[src/rtl/canny_pkg.sv]
// Shared types and constants for the Canny double-threshold / hysteresis stage.
package canny_pkg;

    typedef enum logic [1:0] {
        CLS_NONE   = 2'd0,
        CLS_WEAK   = 2'd1,
        CLS_STRONG = 2'd2
    } cls_t;

    typedef enum logic [1:0] {
        ST_IDLE     = 2'd0,
        ST_CLASSIFY = 2'd1,
        ST_HYST     = 2'd2,
        ST_DONE     = 2'd3
    } dth_state_t;

    localparam int EDGE_ON  = 255;
    localparam int EDGE_OFF = 0;

    // When low >= high every value passing low also passes high, so WEAK never occurs.
    function automatic cls_t classify(input int z, input int hi, input int lo);
        if (z >= hi)
            return CLS_STRONG;
        else if (z >= lo)
            return CLS_WEAK;
        else
            return CLS_NONE;
    endfunction

endpackage

[src/rtl/strong_neighbor_check.sv]
// Combinational: flags whether any in-frame 8-neighbour of (row_i, col_i) is STRONG.
module strong_neighbor_check
    import canny_pkg::*;
#(
    parameter int WIDTH  = 5,
    parameter int HEIGHT = 5,
    parameter int RW     = (HEIGHT > 1) ? $clog2(HEIGHT) : 1,
    parameter int CW     = (WIDTH > 1) ? $clog2(WIDTH) : 1
) (
    input  cls_t          cls_i [0:HEIGHT-1][0:WIDTH-1],
    input  logic [RW-1:0] row_i,
    input  logic [CW-1:0] col_i,
    output logic          strong_o
);

    // Scanning every cell with constant indices keeps out-of-frame neighbours implicit.
    always_comb begin
        strong_o = 1'b0;
        for (int r = 0; r < HEIGHT; r++) begin
            for (int c = 0; c < WIDTH; c++) begin
                if (cls_i[r][c] == CLS_STRONG &&
                    (r - int'(row_i)) >= -1 && (r - int'(row_i)) <= 1 &&
                    (c - int'(col_i)) >= -1 && (c - int'(col_i)) <= 1 &&
                    !(r == int'(row_i) && c == int'(col_i)))
                    strong_o = 1'b1;
            end
        end
    end

endmodule

[src/rtl/double_threshold_hysteresis.sv]
// Final Canny stage: classify a snapshotted frame against two thresholds, then
// promote weak pixels touching a strong one (single pass) into a 0/255 edge map.
module double_threshold_hysteresis
    import canny_pkg::*;
#(
    parameter int WIDTH  = 5,
    parameter int HEIGHT = 5
) (
    input  logic clk,
    input  logic rst_n,
    input  logic enable,
    input  int   Z        [0:HEIGHT-1][0:WIDTH-1],
    input  int   high_thr,
    input  int   low_thr,
    output logic busy,
    output logic done,
    output int   edges    [0:HEIGHT-1][0:WIDTH-1]
);

    localparam int RW = (HEIGHT > 1) ? $clog2(HEIGHT) : 1;
    localparam int CW = (WIDTH > 1) ? $clog2(WIDTH) : 1;

    dth_state_t    state_q;
    logic [RW-1:0] row_q, row_d;
    logic [CW-1:0] col_q, col_d;
    logic          last_px;
    logic          busy_q, done_q;
    logic          nb_strong;
    int            zs_q    [0:HEIGHT-1][0:WIDTH-1];
    int            hi_q, lo_q;
    cls_t          cls_q   [0:HEIGHT-1][0:WIDTH-1];
    int            edges_q [0:HEIGHT-1][0:WIDTH-1];

    always_comb begin
        last_px = (row_q == RW'(HEIGHT - 1)) && (col_q == CW'(WIDTH - 1));
        row_d   = row_q;
        col_d   = col_q;
        if (last_px) begin
            row_d = '0;
            col_d = '0;
        end else if (col_q == CW'(WIDTH - 1)) begin
            col_d = '0;
            row_d = row_q + 1'b1;
        end else begin
            col_d = col_q + 1'b1;
        end
    end

    strong_neighbor_check #(
        .WIDTH  (WIDTH),
        .HEIGHT (HEIGHT),
        .RW     (RW),
        .CW     (CW)
    ) u_nb (
        .cls_i    (cls_q),
        .row_i    (row_q),
        .col_i    (col_q),
        .strong_o (nb_strong)
    );

    always_ff @(posedge clk or negedge rst_n) begin
        if (!rst_n) begin
            state_q <= ST_IDLE;
            row_q   <= '0;
            col_q   <= '0;
            busy_q  <= 1'b0;
            done_q  <= 1'b0;
            hi_q    <= 0;
            lo_q    <= 0;
            for (int r = 0; r < HEIGHT; r++) begin
                for (int c = 0; c < WIDTH; c++) begin
                    zs_q[r][c]    <= 0;
                    cls_q[r][c]   <= CLS_NONE;
                    edges_q[r][c] <= EDGE_OFF;
                end
            end
        end else begin
            case (state_q)
                ST_IDLE: begin
                    if (enable) begin
                        zs_q    <= Z;
                        hi_q    <= high_thr;
                        lo_q    <= low_thr;
                        row_q   <= '0;
                        col_q   <= '0;
                        busy_q  <= 1'b1;
                        state_q <= ST_CLASSIFY;
                    end
                end
                ST_CLASSIFY: begin
                    for (int r = 0; r < HEIGHT; r++) begin
                        for (int c = 0; c < WIDTH; c++) begin
                            if (r == int'(row_q) && c == int'(col_q))
                                cls_q[r][c] <= classify(zs_q[r][c], hi_q, lo_q);
                        end
                    end
                    row_q <= row_d;
                    col_q <= col_d;
                    if (last_px)
                        state_q <= ST_HYST;
                end
                ST_HYST: begin
                    // Neighbour test reads cls_q only, so promotion never chains.
                    for (int r = 0; r < HEIGHT; r++) begin
                        for (int c = 0; c < WIDTH; c++) begin
                            if (r == int'(row_q) && c == int'(col_q))
                                edges_q[r][c] <= (cls_q[r][c] == CLS_STRONG ||
                                                  (cls_q[r][c] == CLS_WEAK && nb_strong))
                                                 ? EDGE_ON : EDGE_OFF;
                        end
                    end
                    row_q <= row_d;
                    col_q <= col_d;
                    if (last_px) begin
                        done_q  <= 1'b1;
                        state_q <= ST_DONE;
                    end
                end
                ST_DONE: begin
                    done_q  <= 1'b0;
                    busy_q  <= 1'b0;
                    state_q <= ST_IDLE;
                end
                default: state_q <= ST_IDLE;
            endcase
        end
    end

    assign busy  = busy_q;
    assign done  = done_q;
    assign edges = edges_q;

endmodule

[config.mk]
export PLATFORM = sky130hd
export DESIGN_NAME = double_threshold_hysteresis
export DESIGN_NICKNAME = d
export VERILOG_FILES = /design/src/rtl/canny_pkg.sv /design/src/rtl/strong_neighbor_check.sv /design/src/rtl/double_threshold_hysteresis.sv
export SDC_FILE = /design/constraint.sdc
export NUM_CORES = 2
export LEC_CHECK = 0
export BUFFER_PORTS_ARGS = -buffer_cell sky130_fd_sc_hd__buf_2
export CORE_AREA = 2 2 655 657
export DETAILED_ROUTE_END_ITERATION = 12
export DIE_AREA = 0 0 657 659
export GPL_TIMING_DRIVEN = 0
export REMOVE_ABC_BUFFERS = 1
export SLEW_MARGIN = 10
export SYNTH_ARGS = -nofsm -noshare
export SYNTH_HDL_FRONTEND = slang
export SYNTH_SLANG_ARGS = --single-unit
[constraint.sdc]
create_clock -name clk -period 5.22 [get_ports clk]
set_clock_uncertainty 0.15 [all_clocks]
set_input_delay 1.566 -clock clk [delete_from_list [all_inputs] [get_ports clk]]
set_output_delay 1.566 -clock clk [all_outputs]
set_load 0.01 [all_outputs]
* Word level (Yosys, flattened, before mapping)
Index checks and enable logic that the tools add are counted.
** Storage, ports and cells
- Register bits :: 1724
- Input port bits :: 867
** Cells by class
- Equal/unequal tests :: 67
- Muxes and demuxes :: 115
- $lt $le $gt $ge :: 70
- Add/subtract/negate cells :: 12
- Reductions and logical operators :: 289
** Operator list (number)
- 32-bit greater-or-equal comparator :: 50
- 32-bit by 1-bit greater-or-equal comparator with 1-bit output (second input constant) :: 10
- 32-bit by 2-bit less-or-equal comparator with 1-bit output (second input constant) :: 10
- 8-bit two-way mux :: 25
- 1-bit logical AND :: 176
- 2-bit AND reduction :: 54
- 2-bit two-way mux :: 28
- 2-bit equality test (second input constant) :: 27
- 2-bit by 1-bit equality test with 1-bit output (second input constant) :: 26
- 1-bit two-way mux :: 52
- 1-bit zero test :: 25
- 1-bit logical OR :: 25
- 3-bit equality test (first input constant) :: 6
- 1-bit by 3-bit subtractor with 4-bit output (first input constant) :: 4
- 2-bit by 3-bit subtractor with 4-bit output (first input constant) :: 4
- 3-bit two-way mux :: 5
- 3-bit one-hot mux with 2 select lines :: 2
- 2-bit one-hot mux with 4 select lines :: 1
- 3-bit by 3-bit subtractor with 4-bit output (first input constant) :: 2
- 3-bit by 1-bit adder with 3-bit output (second input constant) :: 2
- 2-bit by 3-bit equality test with 1-bit output (first input constant) :: 2
- 3-bit equality test (second input constant) :: 2
- 3-bit zero test :: 2
- 2-bit != test (second input constant) :: 3
- 6 further kinds :: 10

* Logic depth before layout (Yosys ltp)
- Depth after elaboration :: 35
- Mapped depth :: 12
- Mapped depth without buffers :: 11

* Hierarchy
A second synthesis with hierarchy kept.
** Unflattened totals
- Cells, all modules :: 7310
- Area, all modules :: 77463.0 um^2
** Modules (own cells, without submodules)
- double_threshold_hysteresis :: cells each 7162, times used 1, area each 76373.2 um^2
- strong_neighbor_check :: cells each 148, times used 1, area each 1089.8 um^2

* Worst setup path after synthesis
Ideal clock, no wire load.
- Path type :: in2reg
- Start point :: input port enable
- End point :: register zs_q[311] (netlist name)
- Setup time :: 125 ps
- Arrival :: 2943 ps
- Setup slack :: 2002 ps
- Path buffers :: 4
- Required time :: 4945 ps
- Cell stages on the path :: 6
- Cells stage by stage :: and2_1 -> clkbuf_1 -> clkbuf_1 -> clkbuf_1 -> buf_2 -> mux2_2
** Between the ends
- Longest elaborated chain between the ends :: 1
** Ends and longest elaborated chain
- start, declared :: line double_threshold_hysteresis.sv:11 : input logic enable,
- 2-bit AND reduction (no line)
- end signal, assigned by index :: line double_threshold_hysteresis.sv:72 : zs_q[r][c] <= 0;
- end signal, assigned :: line double_threshold_hysteresis.sv:81 : zs_q <= Z;
- end, declared :: line double_threshold_hysteresis.sv:29 : int zs_q [0:HEIGHT-1][0:WIDTH-1];
No other way between the ends.
A chain may end at the register's enable or synchronous reset.

* Worst setup path in the final report
- Start point :: register lo_q[15] (netlist name)
- End point :: register cls_q[34] (netlist name)
** Between the ends
- Longest elaborated chain between the ends :: 3
** Ends and longest elaborated chain
- start, declared :: line double_threshold_hysteresis.sv:30 : int hi_q, lo_q;
- start signal, assigned :: line double_threshold_hysteresis.sv:83 : lo_q <= low_thr;
- 32-bit greater-or-equal comparator :: line canny_pkg.sv:24 : else if (z >= lo)
- 1-bit two-way mux :: line canny_pkg.sv:24
- 2-bit two-way mux :: line canny_pkg.sv:22 : if (z >= hi)
- end signal, assigned by index :: line double_threshold_hysteresis.sv:94 : cls_q[r][c] <= classify(zs_q[r][c], hi_q, lo_q);
- end, declared :: line double_threshold_hysteresis.sv:31 : cls_t cls_q [0:HEIGHT-1][0:WIDTH-1];
No other way between the ends.

==> impl_metrics.prom <==
# TYPE chip_impl_metric gauge
chip_impl_metric{name="synth_cell_types",unit=""} 73
chip_impl_metric{name="post_cts_resize_count",unit=""} 0
chip_impl_metric{name="netSwitchingFraction",unit="%"} 38.8
chip_impl_metric{name="peakVddDrop",unit="V"} 0.000386
chip_impl_info{name="synth_top_cell_by_area",value="dfrtp_1"} 1
chip_impl_info{name="tritoncts",value="built"} 1
chip_impl_metric{name="die_x",unit="um"} 657
chip_impl_metric{name="final_critical_path_time_including_i_o_delays_and_setup",unit="ns"} 4.43
chip_impl_metric{name="maxSlewViolCount",unit=""} 0
chip_impl_metric{name="initial_drt_markers",unit=""} 5003
chip_impl_metric{name="switching_power",unit="mW"} 11.7
chip_impl_metric{name="post-route-drc-count",unit=""} 0
chip_impl_metric{name="max_clock_freq",unit="GHz"} 0.225
chip_impl_info{name="critical_path.reg2reg.endpoint",value="cls_q[34]"} 1
chip_impl_metric{name="slew_headroom",unit="%"} 26.0
chip_impl_metric{name="hold_violations",unit=""} 0
chip_impl_metric{name="crit_fanout",unit=""} 15
chip_impl_metric{name="die-area",unit="mm^2"} 0.433
chip_impl_metric{name="p_leak",unit="nW"} 44.7
chip_impl_metric{name="antenna_left",unit=""} 0
chip_impl_metric{name="async_flop_share",unit="%"} 100
chip_impl_metric{name="cellPowerDensity",unit="mW/mm^2"} 320
chip_impl_info{name="worst_setup_path_startpoint",value="lo_q[15]"} 1
chip_impl_metric{name="cell_internal_pwr",unit="mW"} 18.5
chip_impl_metric{name="postSynthAreaPerCell",unit="um^2"} 10.4
chip_impl_metric{name="synth.cell_area",unit="mm^2"} 0.0772
chip_impl_info{name="reg2reg_from",value="lo_q[15]"} 1
chip_impl_metric{name="post_synth_inst_count",unit=""} 7410
chip_impl_metric{name="via_count_of_the_first_global_routing_pass",unit=""} 60962
chip_impl_metric{name="maximum_number_of_pins_on_one_net_before_global_route_repair",unit=""} 133
chip_impl_metric{name="grt_pass1_wl",unit="mm"} 525
chip_impl_metric{name="seq_area_frac_synth",unit="%"} 30.8
chip_impl_metric{name="ys_ff_latch",unit=""} 949
chip_impl_metric{name="power.clock.fraction",unit="%"} 34.7
chip_impl_metric{name="hold_depth",unit=""} 1
chip_impl_metric{name="drv_cap",unit=""} 0
chip_impl_metric{name="area_delta_synth_final",unit="%"} 22.1
chip_impl_metric{name="fillCellCount",unit=""} 46121
chip_impl_metric{name="hpwlAfterDp",unit="mm"} 327
chip_impl_metric{name="cts.clk_slew.worst_paths",unit="ns"} 0.06
chip_impl_metric{name="sequential_cell_area",unit="mm^2"} 0.0238
chip_impl_metric{name="wl_per_cell",unit="um"} 27.9
chip_impl_metric{name="detailed_route_vias_per_instance",unit=""} 4.48
chip_impl_metric{name="cts_num_sinks",unit=""} 949
chip_impl_metric{name="synth_top_cell_area_share",unit="%"} 30.8
chip_impl_metric{name="final_layout_size_suffix_gt1_share",unit="%"} 27.4
chip_impl_metric{name="fp-row-count",unit=""} 240
chip_impl_metric{name="num_vias",unit=""} 64449
chip_impl_metric{name="worst_skew_pair.late_latency",unit="ns"} 0.90
chip_impl_metric{name="hold_buffers",unit=""} 0
chip_impl_info{name="postSynth.topFlopCell",value="dfrtp_1"} 1
chip_impl_metric{name="io_buffer_count",unit=""} 1068
chip_impl_info{name="rsz0062_at_grt",value="false"} 1
chip_impl_metric{name="antenna_violations_before_repair",unit=""} 169
chip_impl_metric{name="combPwrFrac",unit="%"} 35.5
chip_impl_metric{name="worstRegToRegCells",unit=""} 11
chip_impl_metric{name="setup_violations",unit=""} 0
chip_impl_metric{name="grt.total_usage",unit="%"} 17.8
chip_impl_info{name="critPathLaunchType",value="flip-flop"} 1
chip_impl_info{name="post_synth_main_area_contributors",value="dfrtp_1 31%, ha_1 27%, mux2_2 11%"} 1
chip_impl_metric{name="finalWeightedCongestion",unit=""} 0.878
chip_impl_metric{name="die_y",unit="um"} 659
chip_impl_metric{name="num-nets-final",unit=""} 10947
chip_impl_metric{name="power.share.sequential",unit="%"} 29.8
chip_impl_info{name="hold_path.class",value="flip-flop to flip-flop"} 1
chip_impl_metric{name="initial_core_util",unit="%"} 18.1
chip_impl_metric{name="cp.arrival",unit="ns"} 5.07
chip_impl_info{name="end_kind",value="flip-flop"} 1
chip_impl_metric{name="final_cycle_share",unit="%"} 85.0
chip_impl_metric{name="multiInputGateArea",unit="mm^2"} 0.0489
chip_impl_metric{name="final_design_area_no_fill",unit="mm^2"} 0.0943
chip_impl_metric{name="post_cts_buffers",unit=""} 0
chip_impl_metric{name="synthesis_warning_total",unit=""} 0
chip_impl_metric{name="synth_edf_count",unit=""} 0
chip_impl_metric{name="area_of_the_core",unit="mm^2"} 0.426
chip_impl_info{name="worst-setup-path-type",value="flip-flop to flip-flop"} 1
chip_impl_info{name="final_common_cell",value="ha_1"} 1
chip_impl_metric{name="timing.setup.tns",unit="ns"} 0
chip_impl_metric{name="buffers_from_clock_root_to_sink_at_most",unit=""} 4
chip_impl_metric{name="cts-htree-levels",unit=""} 4
chip_impl_info{name="layout.cells.most_common_list",value="1628 x ha_1, 1067 x buf_2, 946 x dfrtp_1"} 1
chip_impl_metric{name="boundaryPins",unit=""} 1669
chip_impl_info{name="critPathCapture",value="cls_q[34]"} 1
chip_impl_metric{name="post_dp_cell_area",unit="mm^2"} 0.0890
chip_impl_metric{name="overflow",unit=""} 0
chip_impl_metric{name="numCtsBuffers",unit=""} 144
chip_impl_metric{name="r2r_setup_slk",unit="ns"} 0.79
chip_impl_metric{name="drt-total-wl",unit="mm"} 402
chip_impl_info{name="run_status",value="complete, no violations"} 1
chip_impl_metric{name="tightest_slew",unit="ns"} 1.10
chip_impl_info{name="ctsRootBufferMaster",value="clkbuf_16"} 1
chip_impl_metric{name="cp_data_required_time",unit="ns"} 5.86
chip_impl_metric{name="drt_first_pass_iters",unit=""} 6
-- metal layers --
| layer | vias up | global-route usage, % | routed length, um |
|---|---|---|---|
| li1 | 28935 | - | - |
| met1 | 31617 | 21.1 | 159000 |
| met2 | 3010 | 29.6 | 190000 |
| met3 | 809 | 3.81 | 28000 |
| met4 | 78 | 10.6 | 24500 |
| met5 | - | 0 | 479 |
-- final cells by class --
cell class | instances | share of cell area (%)
inverters | 174 | 0.862
multi-input cells | 5974 | 51.8
well taps | 5687 | 7.55
flip-flops and latches | 949 | 25.2
clock inverters | 73 | 1.08
clock buffers | 184 | 4.16
repair buffers | 1201 | 8.96
diodes | 144 | 0.382
-- cell families (layout without fill, tap and decap cells) --
kind of cell | after synthesis | count (layout) | synth area share, %
AO/OA/AOI/OAI | 1565 | 1565 | 12.4
XOR/XNOR | 23 | 23 | 0.261
adder cells (fa/ha/maj) | 1636 | 1636 | 26.5
buffers and inverters | 1086 | 1632 | 9.11
flip-flops | 949 | 949 | 30.8
multiplexers | 819 | 819 | 11.9
other | 1 | 744 | 0.00486
AND/OR/NAND/NOR | 1331 | 1331 | 9.10
-- synthesized netlist by cell type, drive strengths merged, types with 61 or more instances --
cell type     n
o21ai       287
o211ai       72
nand3       180
inv         174
ha         1636
clkbuf      105
nor4         61
buf         807
a21oi       703
nand2       429
a21o        186
mux2        782
nor2         99
dfrtp       949
nand4       303
-- how the worst min path moves through the flow --
stage	start	end	slack (ns)
after floorplan	cls_q[36]	cls_q[36]	0.31
after global placement	cls_q[34]	cls_q[34]	0.34
after detailed placement	cls_q[30]	cls_q[30]	0.35
after CTS	cls_q[30]	cls_q[30]	0.37
after global routing	cls_q[26]	cls_q[26]	0.38
final	cls_q[30]	cls_q[30]	0.36
-- worst max-delay path, stage by stage, from the launching register on --
cell and delay [ns]:
dfrtp_1 0.39, inv_4 0.41, buf_16 0.28, ha_1 0.20
nand4_1 0.16, nor3_1 0.86, a21boi_0 0.94, o41ai_2 0.10
buf_4 0.20, o2111ai_1 0.11, mux2i_1 0.26, a32o_1 0.19
-- registers in the layout, summed over array words and instances, names as in the netlist --
name / flops
zs_q: 800
cls_q: 50
hi_q: 32
lo_q: 32
edges: 25
col_q: 3
row_q: 3
state_q: 2
busy: 1
done: 1
-- per-stage QoR --
step | power (mW) | worst slack (ns) | cells | hold WS [ns] | util (%)
after global routing | 31.9 | 0.429 | 14343 | 0.377 | 22.1
after detailed placement | 19.8 | 0.444 | 13985 | 0.353 | 20.9
final | 30.2 | 0.785 | 14386 | 0.359 | 22.1
after global placement | 20.0 | -36.25 | 13852 | 0.345 | 20.1
after floorplan | 15.9 | -18.62 | 7097 | 0.313 | -
after CTS | 30.6 | 0.447 | 14242 | 0.365 | 22.1
-- power by group through the flow --
stage	Clock [mW]	Sequential, mW	Combinational, mW
4_1_cts	10.8	8.98	10.7
5_1_grt	11.1	9.07	11.8
2_1_floorplan	0	8.71	7.21
3_5_place_dp	0	9.10	10.7
3_3_place_gp	0	9.11	10.9
6_report	10.5	9.00	10.7
(Power assumes the default switching activity.)
